$ cat src/rtl/konata_id_tracker.sv
// Instruction-ID tracker feeding the Konata pipeline-trace dump model (IF1..WB).
// Optional macro KONATA_ID_CHECK_EN adds a sticky shadow-valid vs. core-valid consistency check.
module konata_id_tracker #(
   parameter int                   ID_WIDTH = 64,
   parameter logic [ID_WIDTH-1:0]  RESET_ID = '0
) (
   input  logic                clk,
   input  logic                rst,
   input  logic                if1_valid,
   input  logic                if2_valid,
   input  logic                id_valid,
   input  logic                rr_valid,
   input  logic                exe_valid,
   input  logic                wb_valid,
   input  logic                if1_stall,
   input  logic                if2_stall,
   input  logic                id_stall,
   input  logic                rr_stall,
   input  logic                exe_stall,
   input  logic                if1_flush,
   input  logic                if2_flush,
   input  logic                id_flush,
   input  logic                rr_flush,
   input  logic                exe_flush,
   output logic [ID_WIDTH-1:0] if1_id,
   output logic [ID_WIDTH-1:0] if2_id,
   output logic [ID_WIDTH-1:0] id_id,
   output logic [ID_WIDTH-1:0] rr_id,
   output logic [ID_WIDTH-1:0] exe_id,
   output logic [ID_WIDTH-1:0] wb_id,
   output logic [4:0]          trk_valid,
   output logic [ID_WIDTH-1:0] retire_count,
   output logic                id_check_err,
   output logic [2:0]          id_check_stage
);

   logic [ID_WIDTH-1:0] next_id_reg;
   logic [ID_WIDTH-1:0] retire_count_reg;
   logic [ID_WIDTH-1:0] stage_id_reg  [0:4];
   logic                stage_vld_reg [0:4];
   logic [ID_WIDTH-1:0] up_id         [0:4];

   // Index 0..4 = upstream stage IF1..EXE; downstream index 0..4 = IF2..WB.
   logic [4:0] up_valid;
   logic [4:0] up_stall;
   logic [4:0] up_flush;
   logic [4:0] up_adv;
   logic [4:0] dn_stall;
   logic [4:0] dn_flush;

   assign up_valid = {exe_valid, rr_valid, id_valid, if2_valid, if1_valid};
   assign up_stall = {exe_stall, rr_stall, id_stall, if2_stall, if1_stall};
   assign up_flush = {exe_flush, rr_flush, id_flush, if2_flush, if1_flush};
   assign up_adv   = up_valid & ~up_stall & ~up_flush;
   // WB never stalls or flushes, so it empties whenever EXE does not advance.
   assign dn_stall = {1'b0, exe_stall, rr_stall, id_stall, if2_stall};
   assign dn_flush = {1'b0, exe_flush, rr_flush, id_flush, if2_flush};

   // A killed IF1 instruction still consumes its ID so IDs are never reused.
   always_ff @(posedge clk) begin
      if (rst) begin
         next_id_reg      <= RESET_ID;
         retire_count_reg <= '0;
      end else begin
         if (if1_valid && (!if1_stall || if1_flush))
            next_id_reg <= next_id_reg + ID_WIDTH'(1);
         if (wb_valid)
            retire_count_reg <= retire_count_reg + ID_WIDTH'(1);
      end
   end

   assign up_id[0] = next_id_reg;

   generate
      for (genvar gi = 0; gi < 5; gi++) begin : g_stage
         if (gi > 0) begin : g_up
            assign up_id[gi] = stage_id_reg[gi-1];
         end

         always_ff @(posedge clk) begin
            if (rst) begin
               stage_id_reg[gi]  <= '0;
               stage_vld_reg[gi] <= 1'b0;
            end else if (up_adv[gi]) begin
               stage_id_reg[gi]  <= up_id[gi];
               stage_vld_reg[gi] <= 1'b1;
            end else if (dn_flush[gi] || !dn_stall[gi]) begin
               stage_vld_reg[gi] <= 1'b0;
            end
         end

         assign trk_valid[gi] = stage_vld_reg[gi];
      end
   endgenerate

   assign if1_id       = next_id_reg;
   assign if2_id       = stage_id_reg[0];
   assign id_id        = stage_id_reg[1];
   assign rr_id        = stage_id_reg[2];
   assign exe_id       = stage_id_reg[3];
   assign wb_id        = stage_id_reg[4];
   assign retire_count = retire_count_reg;

`ifdef KONATA_ID_CHECK_EN
   logic [4:0] core_dn_valid;
   logic [4:0] mismatch;
   logic [2:0] mis_code;
   logic [2:0] mis_idx;
   logic       check_err_reg;
   logic [2:0] check_stage_reg;

   assign core_dn_valid = {wb_valid, exe_valid, rr_valid, id_valid, if2_valid};
   assign mismatch      = trk_valid ^ core_dn_valid;

   // Lowest mismatching stage wins; code is stage index + 1 so 0 means none.
   always_comb begin
      mis_code = 3'd0;
      mis_idx  = 3'd0;
      for (int k = 4; k >= 0; k--) begin
         if (mismatch[k]) begin
            mis_code = 3'(k + 1);
            mis_idx  = 3'(k);
         end
      end
   end

   always_ff @(posedge clk) begin
      if (rst) begin
         check_err_reg   <= 1'b0;
         check_stage_reg <= 3'd0;
      end else if (!check_err_reg && (mismatch != 5'd0)) begin
         check_err_reg   <= 1'b1;
         check_stage_reg <= mis_code;
`ifndef SYNTHESIS
         $error("konata_id_tracker: valid mismatch at stage %0d, id %0h",
                mis_code, stage_id_reg[mis_idx]);
`endif
      end
   end

   assign id_check_err   = check_err_reg;
   assign id_check_stage = check_stage_reg;
`else
   assign id_check_err   = 1'b0;
   assign id_check_stage = 3'd0;
`endif

endmodule

$ cat config.mk
export PLATFORM = sky130hd
export DESIGN_NAME = konata_id_tracker
export DESIGN_NICKNAME = d
export VERILOG_FILES = /design/src/rtl/konata_id_tracker.sv
export SDC_FILE = /design/constraint.sdc
export NUM_CORES = 1
export LEC_CHECK = 0
export CORE_MARGIN = 2
export CORE_UTILIZATION = 45
export CTS_CLUSTER_DIAMETER = 50
export DETAILED_ROUTE_END_ITERATION = 7
export PLACE_DENSITY = 0.78
export SYNTH_ARGS = -nofsm -noshare
export SYNTH_HDL_FRONTEND = slang
export SYNTH_SLANG_ARGS = --single-unit
$ cat constraint.sdc
create_clock -name clk -period 7.7 [get_ports clk]
set_clock_uncertainty 0.1 [all_clocks]
set_input_delay 1.54 -clock clk [delete_from_list [all_inputs] [get_ports clk]]
set_output_delay 1.54 -clock clk [all_outputs]
set_load 0.05 [all_outputs]
# Yosys cells after proc, flatten, opt, wreduce, memory -nomap -nowiden

Memories as Yosys holds them, arrays and structs flattened.
Index checks and enable logic that the tools add are counted.

Bitwise gates (word level): 19
Multiplexer cells: 51
Reductions and logical operators: 11
$add $sub $neg: 2

Operators with widths:

| cell                                                            | count |
|---|---|
| 64-bit two-way mux                                              | 5 |
| 64-bit by 1-bit adder with 64-bit output, second input constant | 2 |
| 1-bit two-way mux                                               | 46 |
| 1-bit bitwise OR                                                | 15 |
| 5-bit AND                                                       | 2 |
| 5-bit NOT                                                       | 2 |
| 1-bit zero test                                                 | 5 |
| 1-bit logical OR                                                | 5 |
| 1-bit logical AND                                               | 1 |

Register bits: 128
Memory bits (writable): 325
Input port bits: 18
Word-level logic and storage cells: 87
Memories kept: 2

Memory list:

| memory        | depth | width | read ports | clocked after Yosys merged registers in | wr ports | RTL line | text |
|---|---|---|---|---|---|---|---|
| stage_id_reg  | 5     | 64    | 5          | 0                                       | 5        | 39       | `logic [ID_WIDTH-1:0] stage_id_reg [0:4];` |
| stage_vld_reg | 5     | 1     | 5          | 0                                       | 5        | 40       | `logic stage_vld_reg [0:4];` |

# Depth between registers and ports, before layout

Gate-level depths: netlist (run 1).

Depth in word-level cells: 8
Gate-level depth with buffers: 8

# Worst setup path before layout (run 1)

Ideal clock, no wire load.

Kind: input to register
Start point: input rst
End point: memory stage_id_reg[4][0] (enable)
Path buffers: 2
Slack: 3515 ps
Cell stages on the path: 3
Arrival: 3652 ps
Required time: 7168 ps
Path through: clkbuf_1 -> clkbuf_1 -> nand2b_1

RTL lines:

| element            | RTL line | text |
|---|---|---|
| start: declaration | 8        | `input logic rst,` |
| end: declaration   | 39       |  |

==> results of run 1 <==
==> cell type report <==
class	instances	area share [%]
Clock inverter	26	1.15
Sequential cell	453	48.9
Clock buffer	62	5.23
Tap cell	532	2.64
Timing Repair Buffer	477	18.9
Multi-Input combinational cell	924	23.1
Inverter	10	0.149
==> worst max path at each step <==
stage                               endpoint  startpoint  slack, ns  cells past startpoint
final                       retire_count[63]    wb_valid       3.91                      6
after global placement      retire_count[63]    wb_valid       3.41                      6
after global routing        retire_count[63]    wb_valid       3.60                      6
after detailed placement    retire_count[60]    wb_valid       3.32                      6
after floorplan           stage_id_reg[4][0]         rst       3.52                      3
after CTS                   retire_count[53]    wb_valid       3.94                      6
==> logic make-up (layout without fill, tap and decap cells) <==
group	count (synthesis)	after routing
AOI/OAI and AO/OA	118	118
xor gates and xnor gates	64	64
adders and majority gates	2	2
buffers and inverters	91	575
DFF	453	453
muxes	5	5
other	2	5
and+or+nand+nor	730	730
==> tightest hold or removal path, stage by stage (launching register included) <==
cell and delay (ns):
dfxtp_1 0.32, o31ai_1 0.06, a21oi_1 0.05
==> layer usage <==
metal | vias to the layer above | part of all wire (%) | track usage (%)
met5 | - | 0 | 0
met4 | 0 | 3.0 | 7.88
met3 | 86 | 7.8 | 5.09
met2 | 519 | 50 | 38.8
met1 | 6230 | 39 | 27.8
li1 | 6174 | - | -
==> where the power goes <==
group | internal, W | switching [W]
Clock | 0.00139 | 0.000959
Combinational | 0.000174 | 0.000468
Sequential | 0.00271 | 0.0000530
==> layout by cell type (no fill, tap or decap), types with 4 or more instances in the layout <==
| cell type | Yosys | routed |
|---|---|---|
| a21oi_1 | 58 | 58 |
| and2_1 | 324 | 324 |
| and3_1 | 17 | 17 |
| and4_1 | 13 | 13 |
| buf_4 | 9 | 8 |
| bufinv_16 | 0 | 5 |
| clkbuf_1 | 59 | 11 |
| clkbuf_16 | 0 | 51 |
| clkdlybuf4s50_1 | 0 | 469 |
| clkinv_1 | 0 | 8 |
| clkinv_4 | 0 | 4 |
| conb_1 | 2 | 5 |
| dfxtp_1 | 128 | 128 |
| edfxtp_1 | 325 | 325 |
| inv_1 | 10 | 10 |
| nand2_1 | 53 | 53 |
| nand3_1 | 47 | 47 |
| nand4_1 | 52 | 52 |
| nand4b_1 | 6 | 6 |
| nor2_1 | 83 | 82 |
| nor2b_4 | 0 | 4 |
| nor3_1 | 16 | 16 |
| nor3b_1 | 4 | 4 |
| nor4_1 | 19 | 19 |
| nor4_4 | 5 | 5 |
| o21ai_0 | 24 | 24 |
| o31ai_1 | 32 | 32 |
| or2_2 | 6 | 6 |
| or3_1 | 23 | 23 |
| or3b_2 | 4 | 4 |
| or4_1 | 34 | 34 |
| xnor2_1 | 30 | 30 |
| xor2_1 | 34 | 34 |
==> stage by stage <==
stage	cells	cell area, sq um	util [%]	worst slack, ns	hold slack (ns)
global placement	2396	23600	57.9	3.41	0.380
detailed placement	2396	23600	57.9	3.32	0.371
CTS	2484	25200	61.9	3.94	0.382
finish	2484	25200	61.9	3.91	0.382
global route	2484	25200	61.9	3.60	0.430
floorplan	1468	18500	-	3.52	0.604
==> impl_metrics.yaml, run 1 <==
status:
  status: "finished, final reports clean"
synthesis:
  ys.flop_type: "edfxtp_1"
  yosys_warnings: 0
  synthSimpleGateAreaFrac_pct: 24.0
  synth_cells: 1465
  synth-seq-cells: 453
  synth_top_family_by_area: "simple AND/OR/NAND/NOR gates"
  synth_area_sq_um: 18500
  synth-async-reset-ratio_pct: 0
  yosysTopAreaCell: "edfxtp_1"
  synth_cell_type_count: 51
  synth_edf_count: 325
  yosysMostFrequentCell: "edfxtp_1"
  synthMuxAreaShare_pct: 0.291
  synth_xor_area_share_pct: 3.03
  synth_top_area_share_pct: 52.8
  synthTopCellsByCount: "edfxtp_1, and2_1, dfxtp_1, nor2_1, clkbuf_1"
  synth_compound_area_share_pct: 3.71
  synth_fa_ha_area_share_pct: 0.135
  avgSynthCellArea_sq_um: 12.6
  seq_area_frac_synth_pct: 66.6
  synthTopCellsByArea: "edfxtp_1, dfxtp_1, and2_1"
timing:
  slew_headroom_pct: 26.3
  fin_crit_ns: 3.79
  setup_viol: 0
  fmax_ghz: 0.264
  maxSlewViolCount: 0
  setup_tns_ns: 0
  hold_violations: 0
  rsz0062_at_grt: "no"
  period_share_pct: 49.2
  worst_pin_slew_ns: 1.10
clock_tree:
  cts_hold_buf: 0
  clock_path_buffers: 3
  path_clk_slew_ns: 0.06
  cts_tree: "yes"
  insertion_delay_ns: 0.57
  cts-resized-gates: 0
  htree_num_levels: 2
  root_buffer: "clkbuf_16"
  cts_made_buffers: 50
  cts_setup_buffers: 0
  cts.sinks: 453
drt:
  ant_nets: 0
  drt_wl_total_mm: 49.4
  drt-pass1-iter-count: 5
  wire_per_inst_microns: 19.9
  vias: 13009
  dr.first_iter.drc_count: 807
  routed_via_density: 5.24
  route.detailed.drc: 0
final_layout:
  regArea_sq_um: 12300
  syn_to_final_growth_pct: 36.3
  largest_reg_flops: 320
  finalNetCount: 1936
  multiInputGateArea_sq_um: 5820
  fillers: 3139
  drive_gt1_share_pct: 5.89
  n_antenna_cell: 0
die:
  die-width_microns: 207
  die_area_sq_um: 42700
  fp.dieH_microns: 207
  placementRows: 74
  pin_count: 475
  core_area_sq_um: 40700
  start_util_pct: 45.4
critical_path:
  r2r_setup_slack_ns: 4.74
  rr_endpoint: "if1_id[53]"
  worstPathArrival_ns: 4.19
  crit_slowest_cell: "clkdlybuf4s50_1"
  path_cells: "clkdlybuf4s50_1 -> nand4_4 -> nor4_2 -> nand2_1 -> or4_1 -> a21oi_1"
  crit_path_max_incr_delay_ns: 0.76
  crit_type: "in -> reg"
  crit_path_end_kind: "register"
  worst-path-max-fanout: 18
  worst_ep_required_time_ns: 8.10
  cp_num_buf_inv: 1
  reg2reg_depth: 5
  worstSetupStartpointType: "primary input"
  critPathTopFamily: "simple AND/OR/NAND/NOR gates"
  r2r-start: "if1_id[7]"
min_path:
  hold_class: "reg -> reg"
  whs_path_depth: 2
  min_from: "retire_count[63]"
  worstHoldEndpoint: "retire_count[63]"
global_route:
  grt_max_degree: 75
  grt_pass1_wl_mm: 73.7
  grt_pass1_vias: 12339
  grt_antenna_before_repair: 0
  overflow: 0
  track_usage_pct: 22.5
pwr:
  irDropWorstVdd_mv: 0.158
  powerDensity_nw_per_um2: 228
  p_leak_nw: 8.76
  total_power_w: 0.00575
flow_run:
  max-cap-violations: 0
placement:
  io_buffers: 470
  place.gp.congestion: 0.842
  place_hpwl_mm: 36.0
No activity file was read; power rests on OpenSTA's default activity.
==> inputs of run 2 (changes only) <==
Settings changed: CORE_UTILIZATION 45 to 44, PLACE_DENSITY 0.78 to 0.8.
Clock period 7.7 ns to 3.26 ns, I/O delays scaled along.
==> impl_metrics.yaml, run 2 (synthesized netlist as in run 1, its figures left out) <==
status:
  status: "finished, final reports clean"
clock_tree:
  cts_tree: "yes"
  cts_hold_buf: 0
  path_clk_slew_ns: 0.06
  cts-resized-gates: 0
  htree_num_levels: 2
  clock_path_buffers: 3
  root_buffer: "clkbuf_16"
  insertion_delay_ns: 0.57
  cts_setup_buffers: 0
  cts.sinks: 453
  cts_made_buffers: 49
pwr:
  total_power_w: 0.0133
  p_int_w: 0.00982
  p_comb_share_pct: 11.6
  p_leak_nw: 8.87
  p_seq_share_pct: 49.1
  irDropWorstVdd_mv: 0.312
  power.switching_w: 0.00347
  pwr-share-clk_pct: 39.3
  powerDensity_nw_per_um2: 523
  switching_share_pct: 26.1
critical_path:
  rr_endpoint: "if1_id[59]"
  worstSetupStartpointType: "register"
  r2r-start: "if1_id[21]"
  worst-path-max-fanout: 26
  r2r_setup_slack_ns: 0.48
  critPathLaunch: "if1_id[21]"
  endpoint: "if1_id[59]"
  crit_path_end_kind: "register"
  worst_ep_required_time_ns: 3.65
  crit_type: "reg -> reg"
  reg2reg_depth: 5
  worstPathArrival_ns: 3.18
flow_run:
  max-cap-violations: 0
final_layout:
  finalNonFillerCells: 2517
  final_cell_mix: "clkdlybuf4s50_1, edfxtp_1, and2_1, dfxtp_1, nor2_1"
  fin_area_sq_um: 25400
  finalNetCount: 1960
  fillers: 3160
  syn_to_final_growth_pct: 37.3
  largest_reg_flops: 320
  mostFrequentLayoutCell: "clkdlybuf4s50_1"
  drive_gt1_share_pct: 7.03
  n_antenna_cell: 0
timing:
  rsz0062_at_grt: "no"
  worst_pin_slew_ns: 0.817
  slew_headroom_pct: 45.4
  whs_ns: 0.384
  hold_violations: 0
  period_share_pct: 85.4
  maxSlewViolCount: 0
  setup_tns_ns: 0
  fin_crit_ns: 2.78
  setup_viol: 0
  fmax_ghz: 0.359
die:
  die-width_microns: 209
  die_area_sq_um: 43700
  pin_count: 475
  start_util_pct: 44.3
  core_area_sq_um: 41800
  placementRows: 75
  fp.dieH_microns: 209
drt:
  vias: 13185
  drt-pass1-iter-count: 4
  route.detailed.drc: 0
  routed_via_density: 5.24
  wire_per_inst_microns: 19.9
  ant_nets: 0
  drt_wl_total_mm: 50.1
  dr.first_iter.drc_count: 916
global_route:
  grt_antenna_before_repair: 0
  grt_max_degree: 82
  grt_pass1_vias: 12783
  grt_pass1_wl_mm: 76.9
  overflow: 0
  track_usage_pct: 22.5
placement:
  dpl.cell_count: 2428
  io_buffers: 470
  dpl-instance-area_sq_um: 23900
  place.gp.congestion: 0.890
  place_hpwl_mm: 36.6
min_path:
  hold_class: "in -> reg"
## run 2: changes by cell type in the layout (fill, tap and decap cells not counted), moves of 2 or more
cell / before / now
buf_4: 8 / 25
buf_12: 0 / 8
bufinv_16: 5 / 2
clkbuf_16: 51 / 49
clkbuf_8: 0 / 2
clkinv_2: 3 / 5
clkinvlp_2: 0 / 2
inv_8: 3 / 1
## run 2: final cells by class
class | instances | area (sq um) | area share, %
Sequential cell | 453 | 12300 | 48.5
Multi-Input combinational cell | 924 | 5820 | 22.9
Timing Repair Buffer | 502 | 5040 | 19.9
Clock buffer | 63 | 1300 | 5.11
Tap cell | 539 | 674 | 2.66
Clock inverter | 26 | 205 | 0.808
Inverter | 10 | 37.5 | 0.148
## run 2: metal layers
layer / part of all wire (%) / track usage (%)
met5: 0 / 0
met4: 3.8 / 9.73
met3: 7.4 / 5.06
met2: 50 / 38.9
met1: 38 / 27.1
## run 2: stage by stage
| step | setup WS [ns] | util, % |
|---|---|---|
| floorplan | 0.592 | - |
| global placement | 0.344 | 57.2 |
| detailed placement | 0.245 | 57.2 |
| CTS | 0.444 | 60.8 |
| global route | 0.238 | 60.8 |
| finish | 0.476 | 60.8 |
## run 2: critical path, stage by stage (launching register included)
cell     delay (ns)
dfxtp_1        0.49
nand3_1        0.19
nor4_1         0.47
nand2_1        0.59
or4_1          0.69
a21oi_1        0.17
## run 2: power by group through the flow
stage / Clock, W / Sequential [W] / Combinational, W
floorplan: 0 / 0.00739 / 0.000193
global placement: 0 / 0.00663 / 0.00154
detailed placement: 0 / 0.00664 / 0.00155
CTS: 0.00532 / 0.00652 / 0.00156
global route: 0.00556 / 0.00655 / 0.00159
finish: 0.00522 / 0.00652 / 0.00155
## run 2: worst min path at each step
stage,from,endpoint,cells after the start
CTS,rst,if1_id[53],2
global placement,retire_count[63],retire_count[63],2
detailed placement,retire_count[63],retire_count[63],2
finish,rst,if1_id[55],2
floorplan,retire_count[63],retire_count[63],2
global route,rst,if1_id[61],2
